`src/rtl/dump_pkg.sv`:
```
// Shared constants and FSM encoding for the debug dump receiver.
// Optional checksum byte is enabled with DUMP_CHECKSUM_EN (see debug_dump_receiver).
package dump_pkg;

  localparam int BYTES_PER_WORD = 4;
  localparam int REG_WORDS      = 32;
  localparam int MEM_WORDS      = 32;
  localparam int FRAME_BYTES    = BYTES_PER_WORD * (1 + REG_WORDS + MEM_WORDS);

  typedef enum logic [2:0] {
    S_IDLE    = 3'd0,
    S_WAIT_PC = 3'd1,
    S_RX_REGS = 3'd2,
    S_RX_MEM  = 3'd3,
    S_RX_CSUM = 3'd4,
    S_DONE    = 3'd5
  } state_t;

endpackage

```
`src/rtl/dump_word_assembler.sv`:
```
// Collects little-endian bytes into words; o_word_valid pulses for one cycle
// after the last byte of each word has been accepted.
module dump_word_assembler
  import dump_pkg::*;
#(
  parameter int BYTE = 8
) (
  input  logic                           i_clock,
  input  logic                           i_reset,
  input  logic                           i_clear,
  input  logic [BYTE-1:0]                i_byte,
  input  logic                           i_valid,
  output logic [BYTES_PER_WORD*BYTE-1:0] o_word,
  output logic                           o_word_valid
);

  localparam int SW = (BYTES_PER_WORD - 1) * BYTE;

  logic [1:0]    r_cnt;
  logic [SW-1:0] r_shift;

  always_ff @(posedge i_clock or posedge i_reset) begin
    if (i_reset) begin
      r_cnt        <= '0;
      r_shift      <= '0;
      o_word       <= '0;
      o_word_valid <= 1'b0;
    end else begin
      o_word_valid <= 1'b0;
      if (i_clear) begin
        r_cnt <= '0;
      end else if (i_valid) begin
        if (r_cnt == 2'(BYTES_PER_WORD - 1)) begin
          o_word       <= {i_byte, r_shift};
          o_word_valid <= 1'b1;
          r_cnt        <= '0;
        end else begin
          // earlier bytes shift down so the first byte ends up least significant
          r_shift <= {i_byte, r_shift[SW-1:BYTE]};
          r_cnt   <= r_cnt + 2'd1;
        end
      end
    end
  end

endmodule

```
`src/rtl/debug_dump_receiver.sv`:
```
// Receives the post-halt debug dump (PC, register bank, data memory) and keeps a
// readable snapshot. Define DUMP_CHECKSUM_EN for the trailing XOR checksum byte.
module debug_dump_receiver
  import dump_pkg::*;
#(
  parameter int BYTE           = 8,
  parameter int DWORD          = 32,
  parameter int READ_SIZE      = 5,
  parameter int ADDR           = 5,
  parameter int TIMEOUT_CYCLES = 100000
) (
  input  logic                                           i_clock,
  input  logic                                           i_reset,
  input  logic [BYTE-1:0]                                i_rx_data,
  input  logic                                           i_rx_done,
  input  logic                                           i_start,
  input  logic                                           i_rd_sel,
  input  logic [((READ_SIZE > ADDR) ? READ_SIZE : ADDR)-1:0] i_rd_addr,
  output logic [DWORD-1:0]                               o_rd_data,
  output logic [DWORD-1:0]                               o_pc,
  output logic                                           o_busy,
  output logic                                           o_frame_valid,
  output logic                                           o_error,
  output logic [2:0]                                     o_state
);

  localparam int MAXW = (READ_SIZE > ADDR) ? READ_SIZE : ADDR;
  localparam int TW   = $clog2(TIMEOUT_CYCLES + 1);
  localparam logic [MAXW-1:0] LAST_REG = MAXW'((1 << READ_SIZE) - 1);
  localparam logic [MAXW-1:0] LAST_MEM = MAXW'((1 << ADDR) - 1);

  state_t          r_state;
  logic [MAXW-1:0] r_widx;
  logic [TW-1:0]   r_tmo;
  logic [DWORD-1:0] r_ram [2**(MAXW+1)];
`ifdef DUMP_CHECKSUM_EN
  logic [BYTE-1:0] r_csum;
`endif

  logic [DWORD-1:0] w_word;
  logic             w_word_valid;
  logic             w_in_rx;
  logic             w_we;
  logic [MAXW-1:0]  w_rd_idx;

  assign w_in_rx  = (r_state == S_WAIT_PC) || (r_state == S_RX_REGS) || (r_state == S_RX_MEM);
  assign w_we     = w_word_valid && ((r_state == S_RX_REGS) || (r_state == S_RX_MEM));
  assign w_rd_idx = i_rd_addr & (i_rd_sel ? LAST_MEM : LAST_REG);
  assign o_state  = r_state;

  dump_word_assembler #(.BYTE(BYTE)) u_asm (
    .i_clock      (i_clock),
    .i_reset      (i_reset),
    .i_clear      (r_state == S_IDLE),
    .i_byte       (i_rx_data),
    .i_valid      (i_rx_done && w_in_rx),
    .o_word       (w_word),
    .o_word_valid (w_word_valid)
  );

  always_ff @(posedge i_clock) begin
    if (w_we) r_ram[{r_state == S_RX_MEM, r_widx}] <= w_word;
  end

  always_ff @(posedge i_clock or posedge i_reset) begin
    if (i_reset) o_rd_data <= '0;
    else         o_rd_data <= r_ram[{i_rd_sel, w_rd_idx}];
  end

  always_ff @(posedge i_clock or posedge i_reset) begin
    if (i_reset) begin
      r_state       <= S_IDLE;
      r_widx        <= '0;
      r_tmo         <= '0;
      o_pc          <= '0;
      o_busy        <= 1'b0;
      o_frame_valid <= 1'b0;
      o_error       <= 1'b0;
`ifdef DUMP_CHECKSUM_EN
      r_csum        <= '0;
`endif
    end else begin
      o_frame_valid <= 1'b0;
      case (r_state)
        S_IDLE: begin
          if (i_start) begin
            o_error <= 1'b0;
            r_widx  <= '0;
            r_tmo   <= TW'(TIMEOUT_CYCLES);
            o_busy  <= 1'b1;
            r_state <= S_WAIT_PC;
`ifdef DUMP_CHECKSUM_EN
            r_csum  <= '0;
`endif
          end
        end
        S_DONE: r_state <= S_IDLE;
        default: begin
          if (i_rx_done)       r_tmo <= TW'(TIMEOUT_CYCLES);
          else if (r_tmo != 0) r_tmo <= r_tmo - 1'b1;
`ifdef DUMP_CHECKSUM_EN
          if (i_rx_done && w_in_rx) r_csum <= r_csum ^ i_rx_data;
`endif
          // terminal count with no byte arriving aborts the frame
          if (!i_rx_done && r_tmo == 0) begin
            o_error <= 1'b1;
            o_busy  <= 1'b0;
            r_state <= S_IDLE;
          end else begin
            case (r_state)
              S_WAIT_PC: if (w_word_valid) begin
                o_pc    <= w_word;
                r_widx  <= '0;
                r_state <= S_RX_REGS;
              end
              S_RX_REGS: if (w_word_valid) begin
                if (r_widx == LAST_REG) begin
                  r_widx  <= '0;
                  r_state <= S_RX_MEM;
                end else begin
                  r_widx <= r_widx + 1'b1;
                end
              end
              S_RX_MEM: if (w_word_valid) begin
                if (r_widx == LAST_MEM) begin
`ifdef DUMP_CHECKSUM_EN
                  r_state       <= S_RX_CSUM;
`else
                  r_state       <= S_DONE;
                  o_busy        <= 1'b0;
                  o_frame_valid <= 1'b1;
`endif
                end else begin
                  r_widx <= r_widx + 1'b1;
                end
              end
`ifdef DUMP_CHECKSUM_EN
              S_RX_CSUM: if (i_rx_done) begin
                if (i_rx_data != r_csum) o_error <= 1'b1;
                r_state       <= S_DONE;
                o_busy        <= 1'b0;
                o_frame_valid <= 1'b1;
              end
`endif
              default: begin
                r_state <= S_IDLE;
                o_busy  <= 1'b0;
              end
            endcase
          end
        end
      endcase
    end
  end

endmodule
```
`config.mk`:
```
export PLATFORM = sky130hd
export DESIGN_NAME = debug_dump_receiver
export DESIGN_NICKNAME = d
export VERILOG_FILES = /design/src/rtl/dump_pkg.sv /design/src/rtl/dump_word_assembler.sv /design/src/rtl/debug_dump_receiver.sv
export SDC_FILE = /design/constraint.sdc
export NUM_CORES = 2
export LEC_CHECK = 0
export BUFFER_PORTS_ARGS = -buffer_cell sky130_fd_sc_hd__buf_2
export CAP_MARGIN = 0
export CELL_PAD_IN_SITES_DETAIL_PLACEMENT = 1
export CELL_PAD_IN_SITES_GLOBAL_PLACEMENT = 1
export CORE_ASPECT_RATIO = 1.75
export CORE_UTILIZATION = 54
export CTS_CLUSTER_DIAMETER = 150
export DETAILED_ROUTE_END_ITERATION = 10
export PLACE_DENSITY = 0.76
export REMOVE_ABC_BUFFERS = 1
export SETUP_SLACK_MARGIN = 0.15
export SLEW_MARGIN = 40
export SYNTH_ARGS = -nofsm -noshare
export SYNTH_HDL_FRONTEND = slang
export SYNTH_HIERARCHICAL = 1
export SYNTH_SLANG_ARGS = --single-unit
export TNS_END_PERCENT = 1
```
`constraint.sdc`:
```
create_clock -name i_clock -period 4 [get_ports i_clock]
set_clock_uncertainty 0.05 [all_clocks]
set_input_delay 0.8 -clock i_clock [delete_from_list [all_inputs] [get_ports i_clock]]
set_output_delay 0.8 -clock i_clock [all_outputs]
set_load 0.05 [all_outputs]
```
=== Word level (Yosys, flattened, before mapping) ===
Memories as Yosys holds them, arrays and structs flattened. A register that Yosys moved wholly into a read port is not among the register bits.
Index checks and enable logic that the tools add are counted.

* Register bits after elaboration: 119
* Bits in writable memories: 2048
* Input bits: 18
* Output and inout port bits: 70
* Logic and storage cells: 108
* Memories: 1

* $add $sub $neg: 3
* Equality and inequality tests: 20
* Multiplexer cells: 44
* Bitwise gates (word level): 5
* Reductions and logical operators: 24

{| class="wikitable"
|+ Memory list
! name !! words !! bits a word !! read ports !! clocked after Yosys merged registers in !! wr ports !! RTL line !! source
|-
| r_ram || 64 || 32 || 1 || 1 || 1 || debug_dump_receiver.sv:35 || <nowiki>logic [DWORD-1:0] r_ram [2**(MAXW+1)];</nowiki>
|}

{| class="wikitable"
|+ Operator list
! cell !! count
|-
| $mux W17 || 3
|-
| $mux W5 || 7
|-
| $pmux W17 S2 || 1
|-
| $ne A5 B1 Y1 const B || 5
|-
| $mux W3 || 7
|-
| $logic_not A17 Y1 || 1
|-
| $reduce_bool A17 Y1 || 1
|-
| $sub A17 B1 Y17 const B || 1
|-
| $mux W1 || 16
|-
| $pmux W5 S3 || 1
|-
| $ne A3 B1 Y1 const B || 4
|-
| $reduce_and A3 Y1 || 4
|-
| $pmux W5 S2 || 1
|-
| $pmux W3 S3 || 1
|-
| $ne A4 B1 Y1 const B || 2
|-
| $reduce_and A8 Y1 || 1
|-
| $eq A3 B2 Y1 const B || 2
|-
| $mux W2 || 3
|-
| $pmux W1 S2 || 3
|-
| $pmux W3 S2 || 1
|-
| $reduce_and A6 Y1 || 1
|-
| $add A5 B1 Y5 const B || 1
|-
| $eq A5 B5 Y1 const B || 1
|-
| $not A1 Y1 || 5
|-
| other kinds (17) || 23
|}

=== Depth between registers and ports, before layout ===
* Depth in word-level cells: 6
* Mapped depth: 10
* Depth with buffers taken out: 8

=== Modules after synthesis ===
The synthesis kept the hierarchy.

{| class="wikitable"
|+ Modules (own cells, without submodules)
! module !! times used !! cells an instance !! area an instance (sq um) !! sequential area each (sq um)
|-
| debug_dump_receiver || 1 || 3681 || 81543.2 || 63801.2
|-
| dump_word_assembler || 1 || 130 || 2247.2 || 1476.4
|}

=== Worst setup path after synthesis ===
No wires, ideal clock.

* Kind: flip-flop to flip-flop
* From: reg r_state[1], in the netlist o_state[1]
* To: mem r_ram[37][0], enable pin
* Library setup time: 0.421 ns
* Data arrival time: 2.990 ns
* Data required time: 3.529 ns
* Setup slack: 0.539 ns
* Cell stages (with the launch flop): 6
* Buffers on the path: 1
* Clock period less this slack: 3.461 ns
* Cells stage by stage: dfrtp_1 > nor2b_1 > nand2_1 > or3_1 > clkbuf_1 > nor2_1

* Longest elaborated chain between the ends: 5
* Elaborated cells on any way between the ends: 6
* Classes of those cells: eq/ne (2); mux (2); reduce/logical (2)

{| class="wikitable"
|+ RTL lines
! item !! RTL line !! source
|-
| start: declaration || debug_dump_receiver.sv:32 || <nowiki>state_t r_state;</nowiki>
|-
| start signal: assignment || debug_dump_receiver.sv:72 || <nowiki>r_state <= S_IDLE;</nowiki>
|-
| start signal: assignment || debug_dump_receiver.sv:91 || <nowiki>r_state <= S_WAIT_PC;</nowiki>
|-
| start signal: assignment || debug_dump_receiver.sv:97 || <nowiki>S_DONE: r_state <= S_IDLE;</nowiki>
|-
| $eq A3 B2 Y1, on equally long branches || debug_dump_receiver.sv:47, debug_dump_receiver.sv:62 ||
|-
| $logic_or A1 B1 Y1 || debug_dump_receiver.sv:47 || <nowiki>assign w_we = w_word_valid && ((r_state == S_RX_REGS) || (r_state == S_RX_MEM));</nowiki>
|-
| $logic_and A1 B1 Y1 || debug_dump_receiver.sv:47 ||
|-
| $mux W1 || debug_dump_receiver.sv:62 || <nowiki>if (w_we) r_ram[{r_state == S_RX_MEM, r_widx}] <= w_word;</nowiki>
|-
| $mux W1 (not written as such) || debug_dump_receiver.sv:62 ||
|-
| end: declaration || debug_dump_receiver.sv:35 ||
|}

Several ways; a longest one is shown, not always the timed one.

=== Worst setup path after layout ===
* From: reg r_state[1], in the netlist o_state[1]
* To: mem r_ram[39][11], enable pin

The elaborated chain is that of the path after synthesis.

==> impl.org <==
** Status
- Result of the run :: finished, final reports clean

** Timing
- Headroom to the max-slew limit came out at between 30% and 40%.
- Of the available clock period, the critical path in the final layout requires 85.6%.
- Fmax :: between 200 and 300 MHz
- Final hold analysis gives a worst-case slack of between 0.006 and 0.007 ns.
- Number of endpoints with negative hold slack in the final report :: 0
- Setup repair after global routing left no endpoint under its margin.
- In the final timing run, aggregate negative setup slack is 0 ns.
- Setup slack on the critical path of the routed design comes to 0.576 ns.
- At the pin with the least slew margin, the transition time is 0.942 ns.
- Count of pins over their slew limit :: 0
- Period minus WS final :: 3.42 ns
- # setup viols final :: 0

** Die
- Pin placement for this block handled between 80 and 90 I/O pins.
- After floorplanning, the core was divided into 190 placement rows.
- X dimension of the die :: 300 um
- Chip Height :: 523 um
- The die covers 0.157 mm^2.
- After floorplanning, the core was sized to cover 0.154 mm^2.
- For this configuration, the core starts out at a cell density of 54.6%.

** Yosys
- Counting flops with a built-in enable in the synthesized netlist gives 2048.
- Seq/Total Area, Yosys :: between 70% and 80%
- Number of register bits inferred by synthesis :: ~2200
- Cells after Synth :: 3811
- sky130_fd_sc_hd__edfxtp_1 takes more of the synthesized area than any other cell.
- The synthesized design devotes to its leading area cell type between 70% and 80% of total area.
- After synthesis the cells add up to 0.0838 mm^2.
- For this run, asynchronously set or reset flops after synthesis account for 6.87%.
- Number of distinct library cells after synthesis :: 69
- Ranked by total cell area, the synthesized netlist is headed by sky130_fd_sc_hd__edfxtp_1, sky130_fd_sc_hd__mux4_2, sky130_fd_sc_hd__dfrtp_1.
- For this run, the number of Yosys warnings is 6.
- Average instance area after synthesis :: 22.0 um^2
- Most instantiated flip-flop cell in the synthesis netlist :: sky130_fd_sc_hd__edfxtp_1

** Global routing
- Summed over all layers, the global routing overflow is 0.
- Entering global routing, the biggest net connects 93 pins.
- Antenna violations before repair :: 11
- The via count of the first global-routing pass came to 44813.
- First-pass GRT wire length :: 335000 um
- Global-route total usage across every layer :: 30.8%

** Routing
- Number of routed nets with antenna violations :: 0
- Detailed-router iteration count before antenna repair :: 5
- The detailed router placed 42633 vias in this run.
- The detailed router finished its first iteration with around 5000 violations.
- For this block, the routed nets add up to 238000 um of wire.
- Dividing the detail-routed via count by the number of cells gives 6.78.
- In the final routed layout, each cell accounts on average for 37.9 um.
- After detailed routing, the number of remaining DRC violations is 0.

** Setup path
- For flop-to-flop paths, the worst setup slack is 0.58 ns.
- Length in cells of the worst reg-to-reg path :: 5
- CP max FO :: 32
- At the worst endpoint, the required time is 4.40 ns.
- Worst EP arrival :: about 3.8 ns
- Worst r2r dst :: r_ram[39][11]
- Worst setup SP type :: flop
- STA classifies the critical path endpoint as a flop.
- The startpoint identified for the worst register-to-register timing path is o_state[1].
- The critical path in this run is classified as flop to flop.

** Final layout
- The area growth from synthesis to layout is 13.2%.
- In the final layout, the share of cells above drive strength 1 is 30.7%.
- In the final design database the tool counted 4147 nets.
- Most common library cell in the layout ignoring fill and taps :: sky130_fd_sc_hd__edfxtp_1
- The library cells used most frequently in the layout, excluding fill and tap cells, are sky130_fd_sc_hd__edfxtp_1, sky130_fd_sc_hd__mux4_2, sky130_fd_sc_hd__clkbuf_16.

** Clocking
- Clock insertion delay at the later pin of the skew report :: 0.84 ns
- The clock passes through at most 4 buffers.
- Clock-pin slew was measured on the worst setup and hold paths at 0.07 ns.
- TritonCTS Buffers :: 193
- H-tree Lvls :: 4
- Gates resized during post-CTS repair numbered 0.
- Library cell used as clock root buffer :: sky130_fd_sc_hd__clkbuf_16
- After clock tree synthesis, the flow added hold-fix buffers numbering 0.
- TritonCTS built the clock tree.
- In this run the post-CTS setup repair buffer count came out at 0.
- The clock drives 2199 sinks.

** Pwr
- IR analysis of the VDD net gives a maximum drop of roughly 0.54 mV.
- Power density normalized to cell area :: just under 600 mW/mm^2
- Post-layout total power :: 55.7 mW
- For this design the static power due to leakage is 30.5 nW.

** Min path
- Min-delay worst type :: input port to asynchronous set/reset pin

** Place
- Placement-stage worst setup slack :: 0.364 ns
- At the end of routability-driven placement, the weighted congestion stood at between 0.8 and 0.9.
- After legalization and detailed placement, the total HPWL measured between 100000 and 150000 um.
- Number of buffers added on ports :: between 80 and 90

** Job
- The tool flagged a number of max-cap violations equal to 0.
[layer usage]
metal / track usage (%) / wire length, um / vias up
li1: - / - / 16657
met1: 37.9 / 82000 / 22775
met2: 53.7 / 124000 / 2573
met3: 3.99 / 18500 / 624
met4: 15.3 / 13600 / 4
met5: 0 / 22 / -
[cells by family (layout without fill, tap and decap cells)]
group	count (synthesis)	in the layout	share of synthesized area [%]
mux	700	700	15.7
xor+xnor	3	3	0.0314
flops	2199	2199	77.9
fa+ha+maj	5	5	0.0747
simple gates	349	349	2.11
compound gates	340	340	2.84
buf+inv	215	678	1.38
other cells	0	2	0
[registers in the layout, indices dropped and copies added (netlist names), 2 cells and up]
| signal | cells |
|---|---|
| r_widx | 5 |
| u_asm/r_cnt | 2 |
| r_ram | 2048 |
| r_tmo | 17 |
| u_asm/r_shift | 24 |
| o_state | 3 |
| u_asm/o_word | 32 |
| o_pc | 32 |
| o_rd_data | 32 |
[how the worst max path moves through the flow]
| stage | to | depth (start not counted) | slack (ns) | from |
|---|---|---|---|---|
| after floorplan | r_ram[37][0] | 4 | 0.41 | o_state[1] |
| after CTS | r_ram[16][14] | 6 | 0.60 | o_state[1] |
| after global placement | o_rd_data[20] | 6 | 0.16 | i_rd_addr[2] |
| after detailed placement | o_rd_data[19] | 7 | 0.36 | i_rd_addr[2] |
| after global routing | r_ram[39][14] | 5 | 0.47 | o_state[1] |
| final | r_ram[39][11] | 5 | 0.58 | o_state[1] |
[synth_stat cells, drive strengths merged, types with 6 or more instances]
cell type	instances
a211oi	22
a21oi	19
a221oi	22
a22o	15
a22oi	16
a2bb2oi	15
a31oi	6
buf	134
clkbuf	71
dfrtp	151
edfxtp	2048
inv	10
mux2	115
mux2i	108
mux4	477
nand2	64
nand2b	21
nand3	14
nor2	120
nor2b	31
nor3	18
nor4	26
o21ai	38
o221ai	23
o22a	9
o22ai	120
o31ai	8
or3	20
[layout make-up]
class                           instances  area, um^2
Timing Repair Buffer                  323        2940
Fill cell                           12525       58700
Antenna cell                            2        5.00
Multi-Input combinational cell       1397       17900
Tap cell                             2016        2520
Clock buffer                          236        5080
Clock inverter                        109        1010
Inverter                               10        42.5
Sequential cell                      2199       65300
[critical path, cell delays in order (launching register included)]
cell	delay (ns)
sky130_fd_sc_hd__dfrtp_1	0.64
sky130_fd_sc_hd__nor2b_1	0.38
sky130_fd_sc_hd__nand2_1	0.34
sky130_fd_sc_hd__or3_1	0.76
sky130_fd_sc_hd__nor2_4	0.20
sky130_fd_sc_hd__buf_4	0.59
[power breakdown]
part           internal (mW)  leakage [nW]  switching (mW)
combinational           1.65          7.23            4.26
clock                   10.1          2.98            8.27
sequential              29.0          20.3            2.39
total                   40.8          30.5            14.9
[stage by stage]
| step | area, um^2 | util (%) | std cells |
|---|---|---|---|
| after floorplan | 82700 | - | 3606 |
| after global placement | 88700 | 57.7 | 5945 |
| after detailed placement | 88700 | 57.8 | 5945 |
| after CTS | 94800 | 61.7 | 6290 |
| after global routing | 94800 | 61.8 | 6291 |
| final | 94800 | 61.8 | 6292 |
No activity file was read; power rests on OpenSTA's default activity.
